File: src/rtl/arb_m8b_2ch.sv
// Two-channel byte arbiter feeding an 8b->32b packer. Whole 4-byte words are
// granted on slot boundaries set by a free-running 2-bit byte counter.
module arb_m8b_2ch #(
  parameter int BURST = 2
) (
  input  logic       clk_4f,
  input  logic       reset_L,
  input  logic       req0,
  input  logic [7:0] data0,
  input  logic       req1,
  input  logic [7:0] data1,
  output logic       ack0,
  output logic       ack1,
  output logic [7:0] data_out,
  output logic       valid_out,
  output logic [1:0] lane_out,
  output logic       owner_out,
  output logic       word_start
);

  typedef enum logic [1:0] {
    IDLE  = 2'd0,
    SLOT0 = 2'd1,
    SLOT1 = 2'd2
  } state_t;

  localparam logic [1:0] BURST_MAX = 2'(BURST - 1);

  state_t     state_r;
  state_t     state_s;
  logic [1:0] cnt_r;
  logic [1:0] burst_r;
  logic [1:0] burst_s;
  logic       last_r;
  logic       last_s;
  logic       boundary_s;

  assign boundary_s = (cnt_r == 2'd3);
  assign ack0       = (state_r == SLOT0);
  assign ack1       = (state_r == SLOT1);

  // Free-running byte position within the current word slot.
  always_ff @(posedge clk_4f or negedge reset_L) begin
    if (!reset_L) begin
      cnt_r <= 2'd0;
    end else begin
      cnt_r <= cnt_r + 2'd1;
    end
  end

  // Grant state, burst length and last owner.
  always_ff @(posedge clk_4f or negedge reset_L) begin
    if (!reset_L) begin
      state_r <= IDLE;
      burst_r <= 2'd0;
      last_r  <= 1'b1;
    end else begin
      state_r <= state_s;
      burst_r <= burst_s;
      last_r  <= last_s;
    end
  end

  // Grant decisions are taken only on the last byte of a slot.
  always_comb begin
    state_s = state_r;
    burst_s = burst_r;
    last_s  = last_r;
    if (boundary_s) begin
      case ({req1, req0})
        2'b00: state_s = IDLE;
        2'b01: state_s = SLOT0;
        2'b10: state_s = SLOT1;
        2'b11: begin
          if ((state_r != IDLE) && (burst_r < BURST_MAX)) begin
            state_s = state_r;
          end else if (last_r) begin
            state_s = SLOT0;
          end else begin
            state_s = SLOT1;
          end
        end
        default: state_s = IDLE;
      endcase

      case (state_s)
        SLOT0:   last_s = 1'b0;
        SLOT1:   last_s = 1'b1;
        default: last_s = last_r;
      endcase

      // Owner change and entry from IDLE both show up as a state change.
      if (state_s == IDLE) begin
        burst_s = burst_r;
      end else if (state_s != state_r) begin
        burst_s = 2'd0;
      end else if (burst_r < BURST_MAX) begin
        burst_s = burst_r + 2'd1;
      end else begin
        burst_s = burst_r;
      end
    end else begin
      state_s = state_r;
      burst_s = burst_r;
      last_s  = last_r;
    end
  end

  // Packer-side outputs, one cycle behind the acks.
  always_ff @(posedge clk_4f or negedge reset_L) begin
    if (!reset_L) begin
      data_out   <= 8'h00;
      valid_out  <= 1'b0;
      lane_out   <= 2'd0;
      owner_out  <= 1'b0;
      word_start <= 1'b0;
    end else begin
      valid_out  <= ack0 | ack1;
      lane_out   <= cnt_r;
      owner_out  <= ack1;
      word_start <= (ack0 | ack1) && (cnt_r == 2'd0);
      if (ack0) begin
        data_out <= data0;
      end else if (ack1) begin
        data_out <= data1;
      end else begin
        data_out <= 8'h00;
      end
    end
  end

endmodule

File: config.mk
export PLATFORM = sky130hd
export DESIGN_NAME = arb_m8b_2ch
export DESIGN_NICKNAME = d
export VERILOG_FILES = /design/src/rtl/arb_m8b_2ch.sv
export SDC_FILE = /design/constraint.sdc
export NUM_CORES = 1
export LEC_CHECK = 0
export BUFFER_PORTS_ARGS = -buffer_cell sky130_fd_sc_hd__buf_2
export CORE_AREA = 10 10 58 60
export DETAILED_ROUTE_END_ITERATION = 7
export DIE_AREA = 0 0 68 70
export PLACE_DENSITY = 0.78
export RECOVER_POWER = 100
export SLEW_MARGIN = 5
export SYNTH_ARGS = -nofsm -noshare
export SYNTH_HDL_FRONTEND = slang
export SYNTH_SLANG_ARGS = --single-unit
File: constraint.sdc
create_clock -name clk_4f -period 2.1 [get_ports clk_4f]
set_input_delay 0.21 -clock clk_4f [delete_from_list [all_inputs] [get_ports clk_4f]]
set_output_delay 0.21 -clock clk_4f [all_outputs]
set_load 0.01 [all_outputs]
**Word-level counts from Yosys, hierarchy flattened**

Cells that the tools add are included.

- Output and inout port bits: 15
- Input bits: 20
- Logic and storage cells: 42
- Bits in registers: 20

- Bitwise gates (word level): 2
- Reduce and logical (&&, ||, !) cells: 10
- Add/subtract/negate cells: 2
- Muxes and demuxes: 9
- $lt $le $gt $ge: 1
- Eq/ne operators: 9

Operator list:

| operator | count |
|---|---|
| 8-bit 2-to-1 mux | 2 |
| 2-bit == test (second input constant) | 5 |
| 2-bit 2-to-1 mux | 5 |
| 2-bit one-hot mux with 4 select lines | 1 |
| 2-bit by 1-bit == test with 1-bit output (second input constant) | 3 |
| 2-bit logical NOT | 3 |
| 2-bit nonzero test | 3 |
| 2-bit by 1-bit adder with 2-bit output (second input constant) | 2 |
| 3-bit AND reduction | 1 |
| 1-bit logical AND | 2 |
| 2-bit by 1-bit < comparator with 1-bit output (second input constant) | 1 |
| 2-bit != test | 1 |
| 1-bit one-hot mux with 2 select lines | 1 |
| 2-bit AND reduction | 1 |
| 1-bit inverter | 1 |
| 1-bit bitwise OR | 1 |

**Depth between registers and ports, before layout**

Gate-level depths: netlist of the first run.

- Depth in word-level cells: 8
- Depth in mapped cells: 11
- Depth with buffers taken out: 11

**Worst setup path after synthesis of the first run**

No wires, ideal clock.

- Path type: flip-flop to flip-flop
- Start: reg state_r[0]
- End: reg burst_r[0]
- Arrival: 1.936 ns
- Period minus slack after synthesis: 2.002 ns
- Cell stages (with the launch flop): 12
- Slack: 0.098 ns
- Path buffers: 0
- Setup time: 0.065 ns
- Required time: 2.035 ns
- Path through: dfrtp_1 > inv_1 > ha_1 > and2b_4 > mux2i_1 > o21a_1 > inv_1 > ha_1 > nand2b_1 > nand3b_1 > o21ai_0 > a22o_1

- Longest elaborated chain between the ends: 8
- Elaborated cells between the ends (all ways): 11
- Classes of those cells: eq/ne: 1; mux: 4; bitwise: 1; reduce/logical: 5

RTL lines:

| what | RTL line | source |
|---|---|---|
| from (decl) | 29 | `state_t state_r;` |
| from (signal assigned) | 58 | `state_r <= state_s;` |
| 2-bit nonzero test | 75 | `if ((state_r != IDLE) && (burst_r < BURST_MAX)) begin` |
| 1-bit logical AND | 75 |  |
| 2-bit 2-to-1 mux | 75 |  |
| 2-bit one-hot mux with 4 select lines | 70 | `case ({req1, req0})` |
| 2-bit 2-to-1 mux | 69 | `if (boundary_s) begin` |
| 2-bit != test / 2-bit logical NOT (equally long branches) | 95, 93 |  |
| 2-bit nonzero test (no line) / 1-bit inverter (equally long branches) | - |  |
| 3-bit AND reduction (no line) | - |  |
| to (signal assigned) | 59 | `burst_r <= burst_s;` |
| to (decl) | 32 | `logic [1:0] burst_r;` |

Parallel ways exist; a longest one is shown, timed or not. The select of a mux whose other input is x is not followed.
A chain may end at the register's enable or synchronous reset.

**Worst setup path after layout of the first run**

Same ends and word-level chain as after synthesis.

==> results by group, run 1 <==
Status
  • Result of the run: completed

Placement
  • Placed cell count: 140
  • Gpl congestion: 0.766
  • Post-DP HPWL: 1.63 mm
  • PortBufs: 34
  • Setup WS pre-CTS: -36.6 ps

Cells and area
  • Share of cells above drive strength 1: 36.1%
  • Non-Filler Instances: 149
  • Commonest cells after routing, fill and taps aside: 20 x sky130_fd_sc_hd__buf_2, 19 x sky130_fd_sc_hd__dfrtp_1, 14 x sky130_fd_sc_hd__clkbuf_1, 9 x sky130_fd_sc_hd__a22o_1, 8 x sky130_fd_sc_hd__nand2_1
  • Area Growth Syn to Fin: 33.6%
  • Antenna diodes: 0
  • Count of nets after finishing: 148
  • Commonest non-fill, non-tap cell in the layout: sky130_fd_sc_hd__buf_2
  • Final Core Density: 51.4%

Worst setup path
  • Crit path cell chain: inv_2 -> ha_2 -> and2b_4 -> mux2i_2 -> o21a_1 -> inv_1 -> ha_2 -> nand2b_4 -> nand3b_1 -> o21ai_1 -> a22o_1
  • Type of the worst setup path: reg -> reg
  • Critical path buffers and inverters: 2
  • Kind of launch point of the worst setup path: flip-flop
  • Crit-path max cell delay: 390 ps
  • Highest fanout seen on the critical path: 5
  • CP max stage cell: sky130_fd_sc_hd__dfrtp_1
  • Gate family responsible for the most delay along the worst path: simple AND/OR/NAND/NOR gates
  • Required time of the critical path: 2350 ps
  • Arrival time at the worst endpoint: 2270 ps
  • Element type at the critical path end: flip-flop
  • Cell seen most often among critical-path stages: sky130_fd_sc_hd__ha_2

Floorplan
  • Die W: 68 microns
  • Full die area: 0.00476 sq mm
  • Die height: 70 microns
  • Rows: 18
  • Starting utilization of the core area: 38.5%
  • Count of boundary I/O pins: 35
  • Core Area: 0.00234 sq mm

STA
  • Total count of hold-check failures in the final report: 0
  • Worst setup slack after layout: 87.0 ps
  • Share of the cycle needed by the critical path after routing: 95.9%
  • Final worst hold slack: 110 ps
  • Time the final worst path needs with I/O delays and setup: 2010 ps
  • Unrepaired setup endpoints after global routing: yes
  • Clock Skews: 12.6 ps
  • Slew of the pin with the lowest slew margin: 1030 ps
  • Slew Limit Headroom: 31.3%
  • Maximum clock frequency: 497 MHz
  • Setup-failing EPs final: 0
  • Max-slew violation total from the final report: 0

Pwr
  • Leakage power summed over all cells: 0.594 nW
  • Power density of the placed cells: 1050 mW/mm^2
  • Power after layout: 1.26 mW
  • Worst voltage drop across the vdd grid: 0.630 mV

Clocking
  • CTS tree: yes
  • Clock sink count: 20
  • CTS Buffer Depth: 2
  • Source-to-sink clock delay at the later pin of the worst-skew pair: 300 ps
  • Master cell of the clock root buffer: sky130_fd_sc_hd__clkbuf_4
  • Worst-path clk slew: 120 ps
  • H-tree levels: 1
  • Inserted Clock Buffers: 3

Yosys
  • Post-synth top area share: 52.7%
  • Main area contributors after synthesis: sky130_fd_sc_hd__dfrtp_1 53%, sky130_fd_sc_hd__ha_1 11%, sky130_fd_sc_hd__a22o_1 8.7%, sky130_fd_sc_hd__inv_1 3.3%, sky130_fd_sc_hd__nand2_1 3.3%
  • Nets in the synthesized netlist: 104
  • Syn Std Cell Area: 902 sq um
  • Share of the yosys chip area belonging to registers: 55.6%
  • Biggest area consumer among synthesized cells: sky130_fd_sc_hd__dfrtp_1
  • Count of distinct cell types in the synthesized netlist: 22
  • Post-synthesis sequential element count: 20
  • Synth Instances: 76
  • Warnings, synthesis: 0
  • Avg Synthesized Cell Area: 11.9 sq um

GRT
  • Global-route track usage on met2: 14.2%
  • Met3 global-route usage: 5.58%
  • Busiest grt layer: met2
  • Antenna violations before repair: 0
  • Global Route met1 Usage: 9.78%
  • Via count of the first global-routing pass: 816
  • Remaining global-route overflow: 0
  • Maximum number of pins on one net before global-route repair: 21
  • First-pass GRT wire length: 3.47 mm
  • Global router's overall resource usage: 9.30%

Detailed routing
  • Average detailed-routed wire length per instance: 14.1 microns
  • Residual DRC count: 0
  • Number of iterations in the first detailed-routing pass: 7
  • Final Routed Wirelength: 2.10 mm
  • Final ANT Viol Nets: 0
  • Detailed router's first-iteration violation count: 11
  • Vias per inst: 4.80
  • Routed vias: 715

Run
  • Number of maximum-capacitance violations: 0

Hold path
  • Path category of the worst min-delay check: in -> reg
kinds of logic after synthesis:
group	share of synthesized area, %
AO/OA/AOI/OAI	15.4
adder cells (fa/ha/maj)	11.1
buffers and inverters	4.16
flip-flops	55.6
multiplexers	5.13
AND/OR/NAND/NOR	8.60
worst reg2reg max path, cell delays in order, from the launching register on:
cell                       delay, ps
sky130_fd_sc_hd__dfrtp_1         390
sky130_fd_sc_hd__inv_2            50
sky130_fd_sc_hd__ha_2            150
sky130_fd_sc_hd__and2b_4         280
sky130_fd_sc_hd__mux2i_2         230
sky130_fd_sc_hd__o21a_1          160
sky130_fd_sc_hd__inv_1            50
sky130_fd_sc_hd__ha_2            160
sky130_fd_sc_hd__nand2b_4        140
sky130_fd_sc_hd__nand3b_1        150
sky130_fd_sc_hd__o21ai_1          80
sky130_fd_sc_hd__a22o_1          130
where the power goes:
| part | internal, mW | switching (mW) | leakage (nW) |
|---|---|---|---|
| Clock | 0.106 | 0.118 | 0.0210 |
| Combinational | 0.249 | 0.264 | 0.317 |
| Sequential | 0.482 | 0.0463 | 0.256 |
metal layers:
layer  share of wire [%]  up-vias
met4                0.48        0
met5                   0        -
met1                  41      332
met2                  47       30
met3                  12        2
li1                    -      351
synthesized netlist by cell type:
cell type and n:
sky130_fd_sc_hd__nand3b_1 1, sky130_fd_sc_hd__o21ai_0 3, sky130_fd_sc_hd__o21a_1 1, sky130_fd_sc_hd__and2_1 1, sky130_fd_sc_hd__nand2_1 8, sky130_fd_sc_hd__and2b_4 1, sky130_fd_sc_hd__a22o_1 9, sky130_fd_sc_hd__o22ai_1 2
sky130_fd_sc_hd__clkbuf_1 2, sky130_fd_sc_hd__dfstp_2 1, sky130_fd_sc_hd__dfrtp_1 19, sky130_fd_sc_hd__nand2b_1 2, sky130_fd_sc_hd__inv_1 8, sky130_fd_sc_hd__mux2_4 1, sky130_fd_sc_hd__mux2i_1 2, sky130_fd_sc_hd__mux2_2 1
sky130_fd_sc_hd__nor3_1 1, sky130_fd_sc_hd__ha_1 8, sky130_fd_sc_hd__a31oi_1 1, sky130_fd_sc_hd__a32oi_1 1, sky130_fd_sc_hd__a21oi_1 2, sky130_fd_sc_hd__nor2b_1 1
registers in the layout, indices dropped and copies added, names as in the netlist:
register and cells:
burst_r 2, cnt_r 2, data_out 8, lane_out 2, last_r 1, owner_out 1, state_r 2, valid_out 1
word_start 1
final timing paths:
check                            from  cells past startpoint     endpoint  slack [ps]
min in group asynchronous     reset_L                      2   burst_r[1]         580
hold reg to reg              cnt_r[0]                      0  lane_out[0]         420
hold / removal               data1[7]                      2  data_out[7]         110
setup / recovery           state_r[0]                     11   burst_r[0]          90
max in group asynchronous     reset_L                      2   state_r[1]         890
setup reg to reg           state_r[0]                     11   burst_r[0]          90
final cells by class:
class	instances	area [sq um]
Inverter	8	30.0
Timing Repair Buffer	41	208
Fill cell	225	1140
Multi-Input combinational cell	46	392
Sequential cell	20	502
Tap cell	30	37.5
Clock buffer	4	36.3
stage by stage:
stage          TNS [ps]  instance area [sq um]
5_1_grt           -10.7                   1200
3_3_place_gp          0                   1120
6_report              0                   1200
3_5_place_dp      -36.6                   1120
2_1_floorplan         0                    902
4_1_cts               0                   1180
timing repair:
action	4_1_cts	5_1_grt
buffers inserted	1	3
gates resized for setup	2	9
hold buffers	1	0
endpoints found under the hold margin	19	0
endpoints found under the setup margin	1	3
pin swaps	2	3
Note: power is estimated with default switching activity, not from simulation.
==> inputs of run 2 (changes only) <==
Settings changed: GPL_TIMING_DRIVEN from default to 0.
==> run 2 against run 1 <==
Compared with the run above: via count up 2.1%; highest routed layer unchanged; critical path type unchanged; sequential share of layout area down 0.45 points; register-to-register slack better by 20 ps.
==> results by group, run 2 (synthesis gave the netlist of run 1 again) <==
Detailed routing
  • Routed vias: 730 (+2.1%)
  • Final Routed Wirelength: 2.15 mm (+2.4%)
  • Final ANT Viol Nets: 0 (unchanged)
  • Detailed router's first-iteration violation count: 30 (+19)
  • Vias per inst: 4.87 (+1.4%)
  • Average detailed-routed wire length per instance: 14.3 microns (+1.7%)
  • Residual DRC count: 0 (unchanged)
  • Number of iterations in the first detailed-routing pass: 5 (-2)

Hold path
  • Hold depth: 3 (+1)
  • Destination of the worst hold path: data_out[5]
  • Path category of the worst min-delay check: in -> reg
  • Beginning of the worst hold path: data0[5]

Worst setup path
  • Highest fanout seen on the critical path: 5 (unchanged)
  • Crit path cell chain: inv_2 -> ha_2 -> and2b_4 -> mux2i_1 -> o21a_1 -> inv_1 -> ha_2 -> nand2b_4 -> nand3b_1 -> o21ai_1 -> a22o_1
  • Element type at the critical path end: flip-flop
  • Origin of the critical flop-to-flop path: state_r[0]
  • Kind of launch point of the worst setup path: flip-flop
  • Required time of the critical path: 2360 ps (about the same)
  • Register-to-register path setup slack: 110 ps (+20 ps)
  • CP max stage cell: sky130_fd_sc_hd__dfrtp_2
  • Type of the worst setup path: reg -> reg
  • Worst r2r dst: burst_r[0]
  • Cell seen most often among critical-path stages: sky130_fd_sc_hd__ha_2
  • Crit-path max cell delay: 390 ps (about the same)
  • Worst Reg-to-Reg Cells: 11 (unchanged)
  • Arrival time at the worst endpoint: 2250 ps (-20 ps)

Cells and area
  • Antenna diodes: 0 (unchanged)
  • Max reg flops: 8 (unchanged)
  • Non-Filler Instances: 150 (+0.67%)
  • Area Growth Syn to Fin: 35.4%
  • Commonest cells after routing, fill and taps aside: 33 x sky130_fd_sc_hd__buf_2, 18 x sky130_fd_sc_hd__dfrtp_1, 9 x sky130_fd_sc_hd__a22o_1, 7 x sky130_fd_sc_hd__nand2_1
  • Share of cells above drive strength 1: 46.7% (+11 points)
  • Register with the most flip-flops: data_out
  • Count of nets after finishing: 149 (+0.68%)
  • Commonest non-fill, non-tap cell in the layout: sky130_fd_sc_hd__buf_2

GRT
  • Global router's overall resource usage: 9.15% (-0.15 points)
  • Maximum number of pins on one net before global-route repair: 21 (unchanged)
  • Remaining global-route overflow: 0 (unchanged)
  • Antenna violations before repair: 0 (unchanged)
  • First-pass GRT wire length: 3.40 mm (-2.0%)
  • Via count of the first global-routing pass: 805 (-1.3%)

Floorplan
  • Full die area: 0.00476 sq mm (unchanged)
  • Die height: 70 microns (unchanged)
  • Core Area: 0.00234 sq mm (unchanged)
  • Starting utilization of the core area: 38.5% (unchanged)
  • Count of boundary I/O pins: 35 (unchanged)
  • Rows: 18 (unchanged)
  • Die W: 68 microns (unchanged)

STA
  • Max-slew violation total from the final report: 0 (unchanged)
  • Clock Skews: 3.09 ps (-9.54 ps)
  • Slew of the pin with the lowest slew margin: 1040 ps (+10.1 ps)
  • Time the final worst path needs with I/O delays and setup: 1990 ps (-19.9 ps)
  • Slew Limit Headroom: 30.6% (-0.67 points)
  • Total count of hold-check failures in the final report: 0 (unchanged)
  • Setup-failing EPs final: 0 (unchanged)
  • Worst setup slack after layout: 107 ps (+19.9 ps)
  • Share of the cycle needed by the critical path after routing: 94.9% (-0.95 points)
  • Maximum clock frequency: 502 MHz (+1.0%)

Placement
  • Gpl congestion: 0.810 (+5.7%)
  • PortBufs: 34 (unchanged)
  • Post-DP HPWL: 1.54 mm (-6.0%)
  • Setup WS pre-CTS: -113 ps (-76.8 ps)
  • Placed cell count: 140 (unchanged)

Clocking
  • Clock sink count: 20 (unchanged)
  • H-tree levels: 1 (unchanged)
  • Master cell of the clock root buffer: sky130_fd_sc_hd__clkbuf_4
  • Inserted Clock Buffers: 3 (unchanged)
  • CTS Buffer Depth: 2 (unchanged)
  • Worst-path clk slew: 110 ps (about the same)
  • Source-to-sink clock delay at the later pin of the worst-skew pair: 310 ps (about the same)
  • CTS tree: yes

Pwr
  • Power after layout: 1.27 mW (+0.55%)
  • Leakage power summed over all cells: 0.640 nW (+7.8%)
  • Worst voltage drop across the vdd grid: 0.478 mV (-24%)
  • Power density of the placed cells: 1040 mW/mm^2 (-0.79%)

Run
  • Number of maximum-capacitance violations: 0 (unchanged)

Status
  • Result of the run: completed
run 2: cell count changes in the layout (fill, tap and decap cells not counted), sizes merged:
cell    previous run  this run
buf               25        38
clkbuf            19         7
run 2: layout make-up:
class                      instances  area [sq um]
fill                             219          1120
sequential                        20           503
multi-input combinational         46           390
timing repair buffer              40           216
tap                               30          37.5
clock buffer                       4          36.3
inverter                           8          30.0
buffer                             2          7.51
run 2: metrics by stage:
| stage | utilization (%) | area (sq um) | hold WS, ps | setup TNS (ps) |
|---|---|---|---|---|
| 2_1_floorplan | - | 902 | -85.6 | 0 |
| 3_3_place_gp | 47.4 | 1110 | 168 | -31.1 |
| 3_5_place_dp | 47.4 | 1110 | 179 | -225 |
| 4_1_cts | 50.5 | 1180 | 96.7 | 0 |
| 5_1_grt | 52.1 | 1220 | 75.4 | -37.9 |
| 6_report | 52.1 | 1220 | 100 | 0 |
run 2: what timing repair did:
item / in CTS / in global routing
hold endpoints to repair: 19 / 0
setup endpoints to repair: 3 / 3
gates resized for setup: 2 / 10
hold buffers: 1 / 0
setup buffers: 3 / 2
pin swaps: 1 / 5
run 2: per-layer routing:
metal,vias up,global-route usage (%),part of all wire [%]
li1,352,-,-
met1,336,10.1,40
met2,36,13.0,46
met3,6,5.26,12
met4,0,5.59,2.3
met5,-,0,0
run 2: critical path: cells and delay by family (launching register included):
kind            cells  cell delay, ps
simple gates        3             590
flops               1             390
fa+ha+maj           2             350
compound gates      3             350
mux                 1             190
buf+inv             2             100
run 2: worst max-delay path by stage:
stage | from | end | slack, ps
floorplan | state_r[0] | burst_r[0] | 100
global placement | state_r[0] | burst_r[0] | -30
detailed placement | state_r[0] | burst_r[0] | -110
CTS | burst_r[0] | burst_r[0] | 8
global route | state_r[0] | burst_r[0] | -40
finish | state_r[0] | burst_r[0] | 110
run 2: where the power goes:
group,leakage (nW),internal [mW],total (mW),switching [mW]
registers,0.254,0.482,0.522,0.0394
clock network,0.0210,0.106,0.229,0.123
logic,0.365,0.259,0.521,0.262
==> inputs of run 3 (changes only) <==
==> constraint.sdc (replaced) <==
create_clock -name clk_4f -period 2.1 [get_ports clk_4f]
set_input_delay 0.63 -clock clk_4f [delete_from_list [all_inputs] [get_ports clk_4f]]
set_output_delay 0.63 -clock clk_4f [all_outputs]
set_load 0.01 [all_outputs]
==> run 3 against run 2 <==
Compared with the run above: clock-buffer cell count unchanged; routed wire length down 0.47%; largest cell class unchanged; final cell count down 0.67%; clock power about the same.
==> results by group, run 3 (synthesis gave the netlist of run 1 again) <==
Cells and area
  • Area Growth Syn to Fin: 34.3%
  • Register with the most flip-flops: data_out
  • Commonest cells after routing, fill and taps aside: 33 x sky130_fd_sc_hd__buf_2, 18 x sky130_fd_sc_hd__dfrtp_1, 9 x sky130_fd_sc_hd__a22o_1, 7 x sky130_fd_sc_hd__nand2_1
  • Fill count: 220 (+0.46%)
  • Share of cells above drive strength 1: 47.1% (+0.39 points)
  • Antenna diodes: 0 (unchanged)
  • Count of nets after finishing: 148 (-0.67%)
  • Commonest non-fill, non-tap cell in the layout: sky130_fd_sc_hd__buf_2
  • Max reg flops: 8 (unchanged)

STA
  • Share of the cycle needed by the critical path after routing: 94.9% (about the same)
  • Setup-failing EPs final: 0 (unchanged)
  • Slew of the pin with the lowest slew margin: 1030 ps (-7.14 ps)
  • Total negative setup slack: 0 ps (unchanged)
  • Total count of hold-check failures in the final report: 0 (unchanged)
  • Max-slew violation total from the final report: 0 (unchanged)
  • Clock Skews: 3.13 ps (+0.0351 ps)
  • Maximum clock frequency: 502 MHz (about the same)
  • Slew Limit Headroom: 31.1% (+0.48 points)
  • Worst setup slack after layout: 107 ps (+0.439 ps)
  • Time the final worst path needs with I/O delays and setup: 1990 ps (-0.439 ps)

Detailed routing
  • Residual DRC count: 0 (unchanged)
  • Detailed router's first-iteration violation count: 26 (-13%)
  • Number of iterations in the first detailed-routing pass: 5 (unchanged)
  • Final Routed Wirelength: 2.14 mm (-0.47%)
  • Vias per inst: 4.88 (+0.26%)
  • Average detailed-routed wire length per instance: 14.3 microns (+0.20%)
  • Final ANT Viol Nets: 0 (unchanged)
  • Routed vias: 727 (-0.41%)

Clocking
  • Hold Buf Count CTS: 0 (-1)
  • CTS tree: yes
  • Clock sink count: 20 (unchanged)
  • Worst-path clk slew: 110 ps (about the same)
  • Source-to-sink clock delay at the later pin of the worst-skew pair: 310 ps (about the same)
  • Inserted Clock Buffers: 3 (unchanged)
  • H-tree levels: 1 (unchanged)
  • Master cell of the clock root buffer: sky130_fd_sc_hd__clkbuf_4
  • CTS Buffer Depth: 2 (unchanged)

Placement
  • Setup WS pre-CTS: -113 ps (unchanged)
  • Gpl congestion: 0.810 (unchanged)
  • Post-DP HPWL: 1.54 mm (unchanged)
  • PortBufs: 34 (unchanged)

GRT
  • Via count of the first global-routing pass: 788 (-2.1%)
  • First-pass GRT wire length: 3.36 mm (-1.2%)
  • Maximum number of pins on one net before global-route repair: 21 (unchanged)
  • Antenna violations before repair: 0 (unchanged)
  • Remaining global-route overflow: 0 (unchanged)
  • Global router's overall resource usage: 9.05% (-0.094 points)

Worst setup path
  • Highest fanout seen on the critical path: 5 (unchanged)
  • Type of the worst setup path: reg -> reg
  • Required time of the critical path: 2360 ps (about the same)
  • Kind of launch point of the worst setup path: flip-flop
  • Element type at the critical path end: flip-flop
  • Arrival time at the worst endpoint: 2250 ps (about the same)

Floorplan
  • Die height: 70 microns (unchanged)
  • Die W: 68 microns (unchanged)
  • Rows: 18 (unchanged)
  • Core Area: 0.00234 sq mm (unchanged)
  • Count of boundary I/O pins: 35 (unchanged)
  • Starting utilization of the core area: 38.5% (unchanged)
  • Full die area: 0.00476 sq mm (unchanged)

Pwr
  • Leakage power summed over all cells: 0.636 nW (-0.65%)
  • Power density of the placed cells: 1050 mW/mm^2 (+0.66%)
  • Worst voltage drop across the vdd grid: 0.463 mV (-3.1%)

Hold path
  • Path category of the worst min-delay check: reg -> reg

Run
  • Number of maximum-capacitance violations: 0 (unchanged)

Status
  • Result of the run: completed
## run 3: cell count changes in the layout (fill, tap and decap cells not counted), sizes merged
cell,change
dlygate4sd3,-1
## run 3: worst paths after layout
path,start,end,slack (ps),cells past startpoint
max in group asynchronous,reset_L,state_r[0],950,1
worst max register to register,state_r[0],burst_r[0],110,11
min in group asynchronous,reset_L,valid_out,470,1
worst min-delay path,cnt_r[0],lane_out[0],430,0
worst max-delay path,state_r[0],burst_r[0],110,11
worst min register to register,cnt_r[0],lane_out[0],430,0
## run 3: critical path, stage by stage (launching register included)
cell                       delay, ps
sky130_fd_sc_hd__dfrtp_2         390
sky130_fd_sc_hd__inv_2            50
sky130_fd_sc_hd__ha_2            170
sky130_fd_sc_hd__and2b_4         280
sky130_fd_sc_hd__mux2i_1         190
sky130_fd_sc_hd__o21a_1          150
sky130_fd_sc_hd__inv_1            50
sky130_fd_sc_hd__ha_2            180
sky130_fd_sc_hd__nand2b_4        150
sky130_fd_sc_hd__nand3b_1        160
sky130_fd_sc_hd__o21ai_1          70
sky130_fd_sc_hd__a22o_1          130
## run 3: cell type report
type / count / area (sq um) / area share (%)
Tap cell: 30 / 37.5 / 3.10
Buffer: 2 / 7.51 / 0.620
Clock buffer: 4 / 36.3 / 3.00
Sequential cell: 20 / 503 / 41.5
Inverter: 8 / 30.0 / 2.48
Timing Repair Buffer: 39 / 206 / 17.0
Multi-Input combinational cell: 46 / 390 / 32.2
## run 3: power breakdown
part	switching, mW	internal (mW)	total (mW)
Combinational	0.261	0.258	0.519
Sequential	0.0393	0.482	0.522
Clock	0.123	0.106	0.229
## run 3: what timing repair did
item / in CTS / in global routing
buffers inserted: 3 / 2
setup endpoints to repair: 3 / 3
pin swaps: 1 / 5
resized for setup: 2 / 10
## run 3: stage by stage
stage               std cells  util (%)  power [mW]  cell area, sq um  hold WS, ps
global placement          140      47.4       0.947              1110          388
global route              149      51.7        1.37              1210          455
CTS                       147      50.1        1.23              1170          248
finish                    149      51.7        1.27              1210          427
detailed placement        140      47.4       0.974              1110          399
floorplan                  76         -       0.817               902          334
## run 3: metal layers
metal	track usage, %	vias up	share of wire, %
li1	-	350	-
met1	10.1	333	40
met2	12.9	38	46
met3	5.10	6	12
met4	5.37	0	2.3
met5	0	-	0
